`src/rtl/param_counter_fall_if.sv`:
```
// Handshake bundle between a controller and param_counter_fall.
// load/load_val exist only when COUNTER_LOAD_EN is defined.
interface param_counter_fall_if #(
  parameter int WIDTH = 6
);
  logic             start;
  logic             en;
  logic [WIDTH-1:0] count;
  logic             busy;
  logic             done;
`ifdef COUNTER_LOAD_EN
  logic             load;
  logic [WIDTH-1:0] load_val;
`endif

  modport master (
    output start,
    output en,
`ifdef COUNTER_LOAD_EN
    output load,
    output load_val,
`endif
    input  count,
    input  busy,
    input  done
  );

  modport slave (
    input  start,
    input  en,
`ifdef COUNTER_LOAD_EN
    input  load,
    input  load_val,
`endif
    output count,
    output busy,
    output done
  );
endinterface

```
`src/rtl/param_counter_fall.sv`:
```
// Run-to-limit counter with start/busy/done handshake, all state on negedge clk.
// Optional preload port enabled by the COUNTER_LOAD_EN macro.
module param_counter_fall #(
  parameter int WIDTH        = 6,
  parameter int LIMIT        = 32,
  parameter int AUTO_RESTART = 0
) (
  input  logic                 clk,
  input  logic                 reset,
  param_counter_fall_if.slave  bus,
  output logic                 dbg_state
);

  if (LIMIT < 1 || LIMIT > (2**WIDTH) - 1) begin : g_bad_limit
    $error("param_counter_fall: LIMIT out of range for WIDTH");
  end

  localparam logic [WIDTH-1:0] LIMIT_W = WIDTH'(LIMIT);
  localparam logic [WIDTH-1:0] LAST_W  = WIDTH'(LIMIT - 1);

  // Handshake: start is accepted only while IDLE; en gates counting only in RUN;
  // done is a one-edge pulse on the terminal edge; busy is high throughout RUN.
  typedef enum logic {IDLE = 1'b0, RUN = 1'b1} state_t;

  state_t           state_q, state_d;
  logic [WIDTH-1:0] count_q, count_d;
  logic             done_q, done_d;
  logic             hit_term;

  always_ff @(negedge clk) begin
    if (reset) begin
      state_q <= IDLE;
      count_q <= '0;
      done_q  <= 1'b0;
    end else begin
      state_q <= state_d;
      count_q <= count_d;
      done_q  <= done_d;
    end
  end

  always_comb begin
    state_d  = state_q;
    count_d  = count_q;
    done_d   = 1'b0;
    hit_term = 1'b0;
`ifdef COUNTER_LOAD_EN
    if (bus.load) begin
      if (bus.load_val < LIMIT_W) begin
        count_d = bus.load_val;
        state_d = RUN;
      end else begin
        hit_term = 1'b1;
      end
    end else
`endif
    if (state_q == IDLE) begin
      if (bus.start) begin
        count_d = '0;
        state_d = RUN;
      end
    end else if (bus.en) begin
      if (count_q == LAST_W) begin
        hit_term = 1'b1;
      end else begin
        count_d = count_q + WIDTH'(1);
      end
    end

    if (hit_term) begin
      // Back-to-back terminal edges (LIMIT=1 wrap, held oversize load) must not
      // merge into a stretched done.
      done_d = !done_q;
      if (AUTO_RESTART != 0) begin
        count_d = '0;
        state_d = RUN;
      end else begin
        count_d = LIMIT_W;
        state_d = IDLE;
      end
    end
  end

  assign bus.count = count_q;
  assign bus.busy  = (state_q == RUN);
  assign bus.done  = done_q;
  assign dbg_state = state_q;

endmodule

```
`src/flat_wrapper.sv`:
```
// flat-port wrapper written by rule: the top's interface ports become plain ports
module param_counter_fall_flat 
#(
  parameter int WIDTH        = 6,
  parameter int LIMIT        = 32,
  parameter int AUTO_RESTART = 0
)
  (clk, reset, dbg_state, bus_start, bus_en, bus_count, bus_busy, bus_done);
  param_counter_fall_if #(.WIDTH(WIDTH)) bus_i ();
  input  logic clk;
  input  logic reset;
  output logic dbg_state;
  input wire logic [$bits(bus_i.start)-1:0] bus_start;
  input wire logic [$bits(bus_i.en)-1:0] bus_en;
  output wire logic [$bits(bus_i.count)-1:0] bus_count;
  output wire logic [$bits(bus_i.busy)-1:0] bus_busy;
  output wire logic [$bits(bus_i.done)-1:0] bus_done;
  assign bus_i.start = bus_start;
  assign bus_i.en = bus_en;
  assign bus_count = bus_i.count;
  assign bus_busy = bus_i.busy;
  assign bus_done = bus_i.done;
  param_counter_fall #(.WIDTH(WIDTH), .LIMIT(LIMIT), .AUTO_RESTART(AUTO_RESTART)) u_core (.clk(clk), .reset(reset), .bus(bus_i), .dbg_state(dbg_state));
endmodule
```
`config.mk`:
```
export PLATFORM = sky130hd
export DESIGN_NAME = param_counter_fall_flat
export DESIGN_NICKNAME = d
export VERILOG_FILES = /design/src/rtl/param_counter_fall_if.sv /design/src/rtl/param_counter_fall.sv /design/src/flat_wrapper.sv
export SDC_FILE = /design/constraint.sdc
export NUM_CORES = 1
export LEC_CHECK = 0
export BUFFER_PORTS_ARGS = -buffer_cell sky130_fd_sc_hd__buf_2
export CAP_MARGIN = 20
export CORE_AREA = 2 2 39 41
export DETAILED_ROUTE_END_ITERATION = 12
export DIE_AREA = 0 0 41 43
export PLACE_DENSITY = 0.54
export SKIP_CTS_REPAIR_TIMING = 1
export SLEW_MARGIN = 10
export SYNTH_ARGS = -nofsm -noshare
export SYNTH_HDL_FRONTEND = slang
export SYNTH_SLANG_ARGS = --single-unit
export TNS_END_PERCENT = 100
```
`constraint.sdc`:
```
create_clock -name clk -period 2.11 [get_ports clk]
set_clock_uncertainty 0.15 [all_clocks]
set_input_delay 0.3165 -clock clk [delete_from_list [all_inputs] [get_ports clk]]
set_output_delay 0.3165 -clock clk [all_outputs]
set_load 0.005 [all_outputs]
```
* Word-level counts from Yosys, hierarchy flattened
Index checks and enable logic that the tools add are counted.
** Cells by class
- Add/sub/neg operators :: 1
- Equal/unequal tests :: 5
- Multiplexer cells :: 10
- Bitwise gates (word level) :: 1
- Reduce and logical (&&, ||, !) cells :: 7
** Operators with widths (count)
- $mux 6 :: 5
- $add 6x1->6 const B :: 1
- $eq 6x5->1 const B :: 1
- $ne 3x3->1 const B :: 2
- $reduce_and 3->1 :: 2
- $mux 1 :: 5
- $ne 2x2->1 const B :: 2
- $reduce_or 2->1 :: 2
- $reduce_bool 3->1 :: 1
- $reduce_bool 2->1 :: 1
- $logic_not 1->1 :: 1
- $not 1->1 :: 1
** Storage, ports and cells
- Register bits :: 8
- Input port bits :: 4
- Output and inout port bits :: 9
- Word-level logic and storage cells :: 28

* Longest topological paths before layout
Gate-level depths: netlist of run 1.
- Depth after elaboration :: 6
- Mapped depth :: 4
- Mapped depth without buffers :: 4

==> results of run 1 <==
==> final timing paths <==
check	start	end	slack (ns)	depth (start not counted)
max	u_core.bus.busy$_SDFF_NP0_	bus_busy	-0.18	1
min	u_core.bus.done$_SDFF_NP0_	u_core.bus.done$_SDFF_NP0_	0.25	1
max reg2reg	u_core.bus.count[1]$_SDFFE_NP0P_	u_core.bus.count[5]$_SDFFE_NP0P_	0.65	5
min reg2reg	u_core.bus.done$_SDFF_NP0_	u_core.bus.done$_SDFF_NP0_	0.25	1
==> registers in the layout, summed over array words and instances (netlist names) <==
name / flops
u_core.bus.count: 6
u_core.bus.done: 1
u_core.bus.busy: 1
==> stage by stage <==
step | hold slack, ns | worst slack [ns] | instances | util
after detailed placement | 0.2649 | -0.1980 | 81 | 0.3834
after global routing | 0.2752 | -0.2062 | 93 | 0.4602
after global placement | 0.2539 | -0.1928 | 81 | 0.3834
after CTS | 0.2788 | -0.2412 | 91 | 0.4186
final | 0.2467 | -0.1824 | 93 | 0.4602
after floorplan | 0.2686 | -0.009267 | 46 | -
==> cells by family after synthesis <==
kind of cell	count (synthesis)	synth area share
AO/OA/AOI/OAI	11	0.1885
AND/OR/NAND/NOR	21	0.3004
XOR/XNOR	1	0.02237
adder cells (fa/ha/maj)	1	0.03194
buffers and inverters	4	0.04793
flip-flops	8	0.4089
==> cells in the final DEF, fill, tap and decap left out, types with 2 or more instances in the layout <==
| master | instances |
|---|---|
| a21oi_1 | 4 |
| buf_6 | 5 |
| inv_1 | 10 |
| nand2_1 | 2 |
| nand2b_1 | 3 |
| o21ai_0 | 2 |
| buf_4 | 10 |
| clkbuf_4 | 3 |
| or3_1 | 3 |
| buf_2 | 7 |
| nor2_1 | 2 |
| o2111ai_1 | 2 |
| dfxtp_2 | 7 |
| nor3_1 | 3 |
| nand3_1 | 4 |
==> routing by layer <==
metal	GRT usage	part of all wire	vias to the layer above	wire, um
li1	-	-	229	-
met1	0.1461	0.46	200	454
met2	0.1969	0.48	9	478
met3	0.09424	0.053	2	53
met4	0.07333	0.0090	0	9
met5	0	0	-	0
==> where the power goes <==
group          total, mW  internal (mW)  switching, mW
Clock              0.174         0.0856         0.0880
Combinational     0.0362         0.0194         0.0168
Sequential         0.158          0.155        0.00258
Total              0.367          0.260          0.107
==> cell type report <==
class                           instances  area [sq um]  share of cell area
Sequential cell                         8         172.7              0.2711
Clock buffer                            3         22.52             0.03536
Timing Repair Buffer                   22         166.4              0.2613
Inverter                                2         7.507             0.01179
Multi-Input combinational cell         34         217.7              0.3418
Clock inverter                          8         30.03             0.04715
Tap cell                               16         20.02             0.03143
==> flow_metrics.tcl, run 1 <==
set metrics [dict create \
    outcome "finished with violations" \
    violations "setup timing" \
    die_h_um 43 \
    synth_area_sq_um 391.6 \
    synth-edff-count 0 \
    yosys.area.top_type "dfxtp_1" \
    yosysMostFrequentCell "dfxtp_1" \
    syn_inst 46 \
    dieWidth_um 41 \
    die_area_sq_um 1763 \
    critPathArrivalTime_ns 1.83 \
    synth_cell_types 21 \
    cts_max_path_buffers 2 \
    dpl_cell_area_sq_um 530.5 \
    hold_viol 0 \
    grt_max_degree 7 \
    required_ns 1.64 \
    criticalPathCategory "flip-flop to output pin" \
    totalWireLength_um 995 \
    dp_hpwl_um 729.1 \
    drv_slew 0 \
    critPathBufInv 1 \
    rsz0062_at_grt "true" \
    clk_pin_slew_ns 0.03 \
    leakagePower_nw 0.2909 \
    rows 14 \
    grt-ovfl-total 0 \
    synth_commonest_cells "8 x dfxtp_1, 4 x a21oi_1, 4 x nand3_1" \
    fill_cells 143 \
    synth_nets 51 \
    final_nets 84 \
    setup_slack_ns -0.1824 \
    place.gp.congestion 0.7653 \
    worst_pin_slew_ns 0.2246 \
    p_per_area_nw_per_um2 577.0 \
    drc 0 \
    synthFlopType "dfxtp_1" \
    clock_sinks 8 \
    ant_nets 0 \
    vias 440 \
    drive_above_1_share 0.4675 \
    ys_top_cells_by_area "dfxtp_1 41%, a21oi_1 5.1%, nand3_1 5.1%" \
    slowest_delay_ns 0.35 \
    async_flop_share 0 \
    n_antenna_cell 0 \
    drv.max_cap_violation_count 0 \
    worstSetupEndpointType "output pin" \
    max_slew_margin 0.8491 \
    synth_seq_cells 8 \
    antenna_found_initial 0 \
    grt_usage 0.1380 \
    numCtsBuffers 3 \
    vdd_drop_max_uv 289.6 \
    cp_max_fo 4 \
    syn2layout_area_growth_pct 62.62 \
    port-buffer-count 12 \
    design.core.area_sq_um 1384 \
    grt_pass1_wl_mm 1.621 \
    start_util 0.2830 \
    path_cells "buf_6" \
    setup_viol 9 \
    h-tree-depth 1 \
    vias_per_cell 4.731 \
    setup_tns_ns -1.411 \
    clk_latency_ns 0.32 \
    synth-warning-count 0 \
    root_buffer "clkbuf_4" \
    wl_per_cell_um 10.70 \
    slowest_stage "dfxtp_4" \
    critPathTopFamily "flip-flops" \
    cts_tree "built" \
    p_total_mw 0.3675 \
    hold_class "flip-flop to flip-flop" \
    drtIter0Drc 6 \
    first_pass_iters 4 \
    cp-start-kind "flip-flop" \
    grt_pass1_vias 425 \
    yosysSeqAreaShare 0.4089 \
    stdcell_area_sq_um 636.9 \
    yosysTopAreaCellShare 0.4089 \
    ios 13 \
    avgSynthCellArea_sq_um 8.514 \
]
Note: power is estimated with default switching activity, not from simulation.
==> inputs of run 2 (changes only) <==
--- a/config.mk
+++ b/config.mk
@@ -11,6 +11,7 @@
 export DETAILED_ROUTE_END_ITERATION = 12
 export DIE_AREA = 0 0 41 43
 export PLACE_DENSITY = 0.54
+export SETUP_SLACK_MARGIN = 0.15
 export SKIP_CTS_REPAIR_TIMING = 1
 export SLEW_MARGIN = 10
 export SYNTH_ARGS = -nofsm -noshare
==> flow_metrics.tcl, run 2 (synthesized netlist as in run 1, its figures left out) <==
set metrics [dict create \
    cp_max_fo 3 \
    numCtsBuffers 3 \
    h-tree-depth 1 \
    drive_above_1_share 0.5190 \
    place.gp.congestion 0.7392 \
    slowest_delay_ns 0.34 \
    final_nets 86 \
    largest_reg_flops 6 \
    cts_tree "built" \
    syn2layout_area_growth_pct 74.76 \
    drtIter0Drc 3 \
    worst_pin_slew_ns 0.2179 \
    required_ns 1.64 \
    antenna_found_initial 0 \
    dp_hpwl_um 701 \
    vias 439 \
    violations "setup timing" \
    grt_pass1_vias 415 \
    final_util 0.4946 \
    root_buffer "clkbuf_4" \
    seqCellArea_sq_um 172.7 \
    cp-start-kind "flip-flop" \
    cts_max_path_buffers 2 \
    drv.max_cap_violation_count 0 \
    leakagePower_nw 0.3029 \
    rsz0062_at_grt "true" \
    ant_nets 0 \
    grt_usage 0.1335 \
    criticalPathCategory "flip-flop to output pin" \
    first_pass_iters 3 \
    hold_viol 0 \
    fill_cells 146 \
    port-buffer-count 12 \
    critPathArrivalTime_ns 1.81 \
    vias_per_cell 4.621 \
    drv_slew 0 \
    clk_pin_slew_ns 0.04 \
    wl_per_cell_um 9.768 \
    vdd_drop_max_uv 343.3 \
    die_area_sq_um 1763 \
    start_util 0.2830 \
    max_slew_margin 0.8536 \
    critPathTopFamily "flip-flops" \
    p_per_area_nw_per_um2 545.3 \
    r2r_start "u_core.bus.count[0]$_SDFFE_NP0P_" \
    setup_slack_ns -0.1708 \
    stdcell_area_sq_um 684.4 \
    rows 14 \
    layout_common_cells "12 x buf_4, 10 x inv_1, 8 x buf_2, 7 x dfxtp_2" \
    die_h_um 43 \
    n_antenna_cell 0 \
    whs_ns 0.2459 \
    layout_commonest_cell "buf_4" \
    slowest_stage "dfxtp_4" \
    outcome "finished with violations" \
    grt_pass1_wl_mm 1.587 \
    path_cells "buf_6" \
    clk_latency_ns 0.31 \
    worstSetupEndpointType "output pin" \
    grt-ovfl-total 0 \
    clock_sinks 8 \
    dieWidth_um 41 \
    design.core.area_sq_um 1384 \
    hold_class "flip-flop to flip-flop" \
    post-place-ws_ns -0.2131 \
    critPathBufInv 1 \
    worstSetupStartpoint "u_core.bus.busy$_SDFF_NP0_" \
    grt_max_degree 7 \
    dpl_cell_area_sq_um 554.3 \
    multi_input_area_sq_um 247.7 \
    setup_viol 9 \
    ios 13 \
    drc 0 \
    min-delay-start "u_core.bus.done$_SDFF_NP0_" \
    totalWireLength_um 928 \
]
-- run 2: per-layer routing --
layer / track usage / share of wire
met1: 0.1576 / 0.45
met2: 0.1656 / 0.48
met3: 0.06806 / 0.059
met4: 0.1200 / 0.0065
met5: 0 / 0
-- run 2: cell type report --
class                      count  share of cell area
clock inverter                 8             0.04388
clock buffer                   3             0.03291
sequential                     8              0.2523
inverter                       2             0.01097
tap                           16             0.02925
timing repair buffer          24              0.2687
multi-input combinational     34              0.3620
-- run 2: stage by stage --
step	power (mW)	cells	TNS, ns
final	0.3732	95	-1.336
after floorplan	0.2010	46	-0.003470
after global routing	0.4211	95	-1.755
after detailed placement	0.2201	82	-1.094
after CTS	0.3808	92	-1.675
after global placement	0.2199	82	-1.068
-- run 2: worst paths after layout --
path	cells past startpoint	slack, ns	endpoint
setup reg to reg	5	0.58	u_core.bus.count[5]$_SDFFE_NP0P_
setup / recovery	1	-0.17	bus_busy
hold reg to reg	1	0.25	u_core.bus.done$_SDFF_NP0_
hold / removal	1	0.25	u_core.bus.done$_SDFF_NP0_
-- run 2: power breakdown --
group / switching (mW) / leakage (nW) / internal (mW) / total (mW)
Clock: 0.0864 / 0.0564 / 0.0854 / 0.172
Sequential: 0.00212 / 0.0689 / 0.155 / 0.157
Combinational: 0.0201 / 0.178 / 0.0241 / 0.0442
==> inputs of run 3 (changes only) <==
--- a/config.mk
+++ b/config.mk
@@ -12,7 +12,6 @@
 export DIE_AREA = 0 0 41 43
 export PLACE_DENSITY = 0.54
 export SETUP_SLACK_MARGIN = 0.15
-export SKIP_CTS_REPAIR_TIMING = 1
 export SLEW_MARGIN = 10
 export SYNTH_ARGS = -nofsm -noshare
 export SYNTH_HDL_FRONTEND = slang
==> flow_metrics.tcl, run 3 (synthesized netlist as in run 1, its figures left out) <==
set metrics [dict create \
    clk_latency_ns 0.31 \
    drv.max_cap_violation_count 0 \
    required_ns 1.64 \
    path_cells "buf_6" \
    post-place-ws_ns -0.2131 \
    grt_pass1_wl_mm 1.649 \
    holdPathEnd "u_core.bus.done$_SDFF_NP0_" \
    vias 442 \
    critPathBufInv 1 \
    leakagePower_nw 0.3032 \
    r2r_start "u_core.bus.count[0]$_SDFFE_NP0P_" \
    drc 0 \
    combPwrFrac 0.111 \
    start_util 0.2830 \
    worst_pin_slew_ns 0.2131 \
    critPathTopFamily "flip-flops" \
    setup_tns_ns -1.346 \
    p_per_area_nw_per_um2 560.7 \
    hold_class "flip-flop to flip-flop" \
    port-buffer-count 12 \
    syn2layout_area_growth_pct 70.29 \
    antenna_found_initial 0 \
    vdd_drop_max_uv 350.3 \
    ant_nets 0 \
    totalWireLength_um 986 \
    first_pass_iters 3 \
    dp_hpwl_um 701 \
    violations "setup timing" \
    die_h_um 43 \
    clkPwrFrac 0.469 \
    cp-start-kind "flip-flop" \
    grt_usage 0.1386 \
    clk_pin_slew_ns 0.04 \
    die_area_sq_um 1763 \
    criticalPathCategory "flip-flop to output pin" \
    grt_max_degree 7 \
    rows 14 \
    worstSetupEndpointType "output pin" \
    ff2ff_path_depth 5 \
    design.core.area_sq_um 1384 \
    grt_pass1_vias 430 \
    r2r_slack_ns 0.62 \
    swShare 0.2972 \
    p_sw_mw 0.1111 \
    setup_viol 9 \
    hold_viol 0 \
    cts_max_path_buffers 2 \
    largest_reg_flops 6 \
    slowest_stage "dfxtp_4" \
    cp_max_fo 3 \
    outcome "finished with violations" \
    h-tree-depth 1 \
    setup_slack_ns -0.1776 \
    pwr-share-seq 0.420 \
    drive_above_1_share 0.5000 \
    internal_power_mw 0.2628 \
    final_nets 87 \
    dieWidth_um 41 \
    wl_per_cell_um 10.27 \
    whs_path_depth 1 \
    ios 13 \
    root_buffer "clkbuf_4" \
    rsz0062_at_grt "true" \
    fill_cells 150 \
    n_antenna_cell 0 \
    grt-ovfl-total 0 \
    max_slew_margin 0.8569 \
    rr_endpoint "u_core.bus.count[5]$_SDFFE_NP0P_" \
    cts_tree "built" \
    vias_per_cell 4.604 \
    slowest_delay_ns 0.34 \
    critPathArrivalTime_ns 1.82 \
    layout_common_cells "13 x buf_4, 10 x inv_1, 8 x buf_2, 7 x dfxtp_2" \
    numCtsBuffers 3 \
    layout_commonest_cell "buf_4" \
    clock_sinks 8 \
    drtIter0Drc 2 \
    place.gp.congestion 0.7392 \
    drv_slew 0 \
    min-delay-start "u_core.bus.done$_SDFF_NP0_" \
]
[run 3: changes by cell type in the layout (fill, tap and decap cells not counted), sizes merged]
cell / before / now
buf: 24 / 25
[run 3: repair_timing]
action                                 in CTS  in global routing
hold buffers                                0                  0
endpoints found under the hold margin       0                  0
setup endpoints to repair                  12                  9
gates resized for setup                    11                  1
setup buffers                               3                  1
[run 3: per-layer routing]
metal / vias up / global-route usage / routed length (um)
met2: 13 / 0.1719 / 446
met5: - / 0 / 0
met3: 2 / 0.06806 / 60
met4: 0 / 0.1200 / 6
li1: 238 / - / -
met1: 189 / 0.1672 / 472
[run 3: worst max path at each step]
stage,start,endpoint,slack (ns),depth (start not counted)
3_3_place_gp,bus_en,u_core.bus.count[4]$_SDFFE_NP0P_,-0.21,4
5_1_grt,u_core.bus.busy$_SDFF_NP0_,bus_busy,-0.22,1
3_5_place_dp,bus_en,u_core.bus.count[5]$_SDFFE_NP0P_,-0.21,4
2_1_floorplan,bus_en,u_core.bus.count[5]$_SDFFE_NP0P_,-0.003,3
6_report,u_core.bus.busy$_SDFF_NP0_,bus_busy,-0.18,1
4_1_cts,u_core.bus.busy$_SDFF_NP0_,bus_busy,-0.19,1
[run 3: cell type report]
| cell class | instances | area, sq um | area share |
|---|---|---|---|
| clock buffers | 3 | 22.52 | 0.03377 |
| clock inverters | 8 | 30.03 | 0.04503 |
| inverters | 2 | 7.507 | 0.01126 |
| multi-input cells | 34 | 231.5 | 0.3471 |
| flip-flops and latches | 8 | 172.7 | 0.2589 |
| well taps | 16 | 20.02 | 0.03002 |
| repair buffers | 25 | 182.7 | 0.2739 |
[run 3: through the flow]
stage	utilization	hold slack, ns	power, mW	cell area [sq um]	cells
floorplan	-	0.2686	0.2010	414.1	46
global placement	0.4005	0.2537	0.2199	554.3	82
detailed placement	0.4005	0.2597	0.2201	554.3	82
CTS	0.4720	0.2448	0.3876	653.1	95
global route	0.4819	0.2654	0.4194	666.9	96
finish	0.4819	0.2460	0.3739	666.9	96
[run 3: power groups by stage]
stage | logic [mW] | clock network, mW | registers, mW
2_1_floorplan | 0.0122 | 0.0263 | 0.163
3_5_place_dp | 0.0353 | 0.0263 | 0.159
4_1_cts | 0.0416 | 0.189 | 0.157
6_report | 0.0415 | 0.175 | 0.157
3_3_place_gp | 0.0350 | 0.0263 | 0.159
5_1_grt | 0.0451 | 0.217 | 0.157
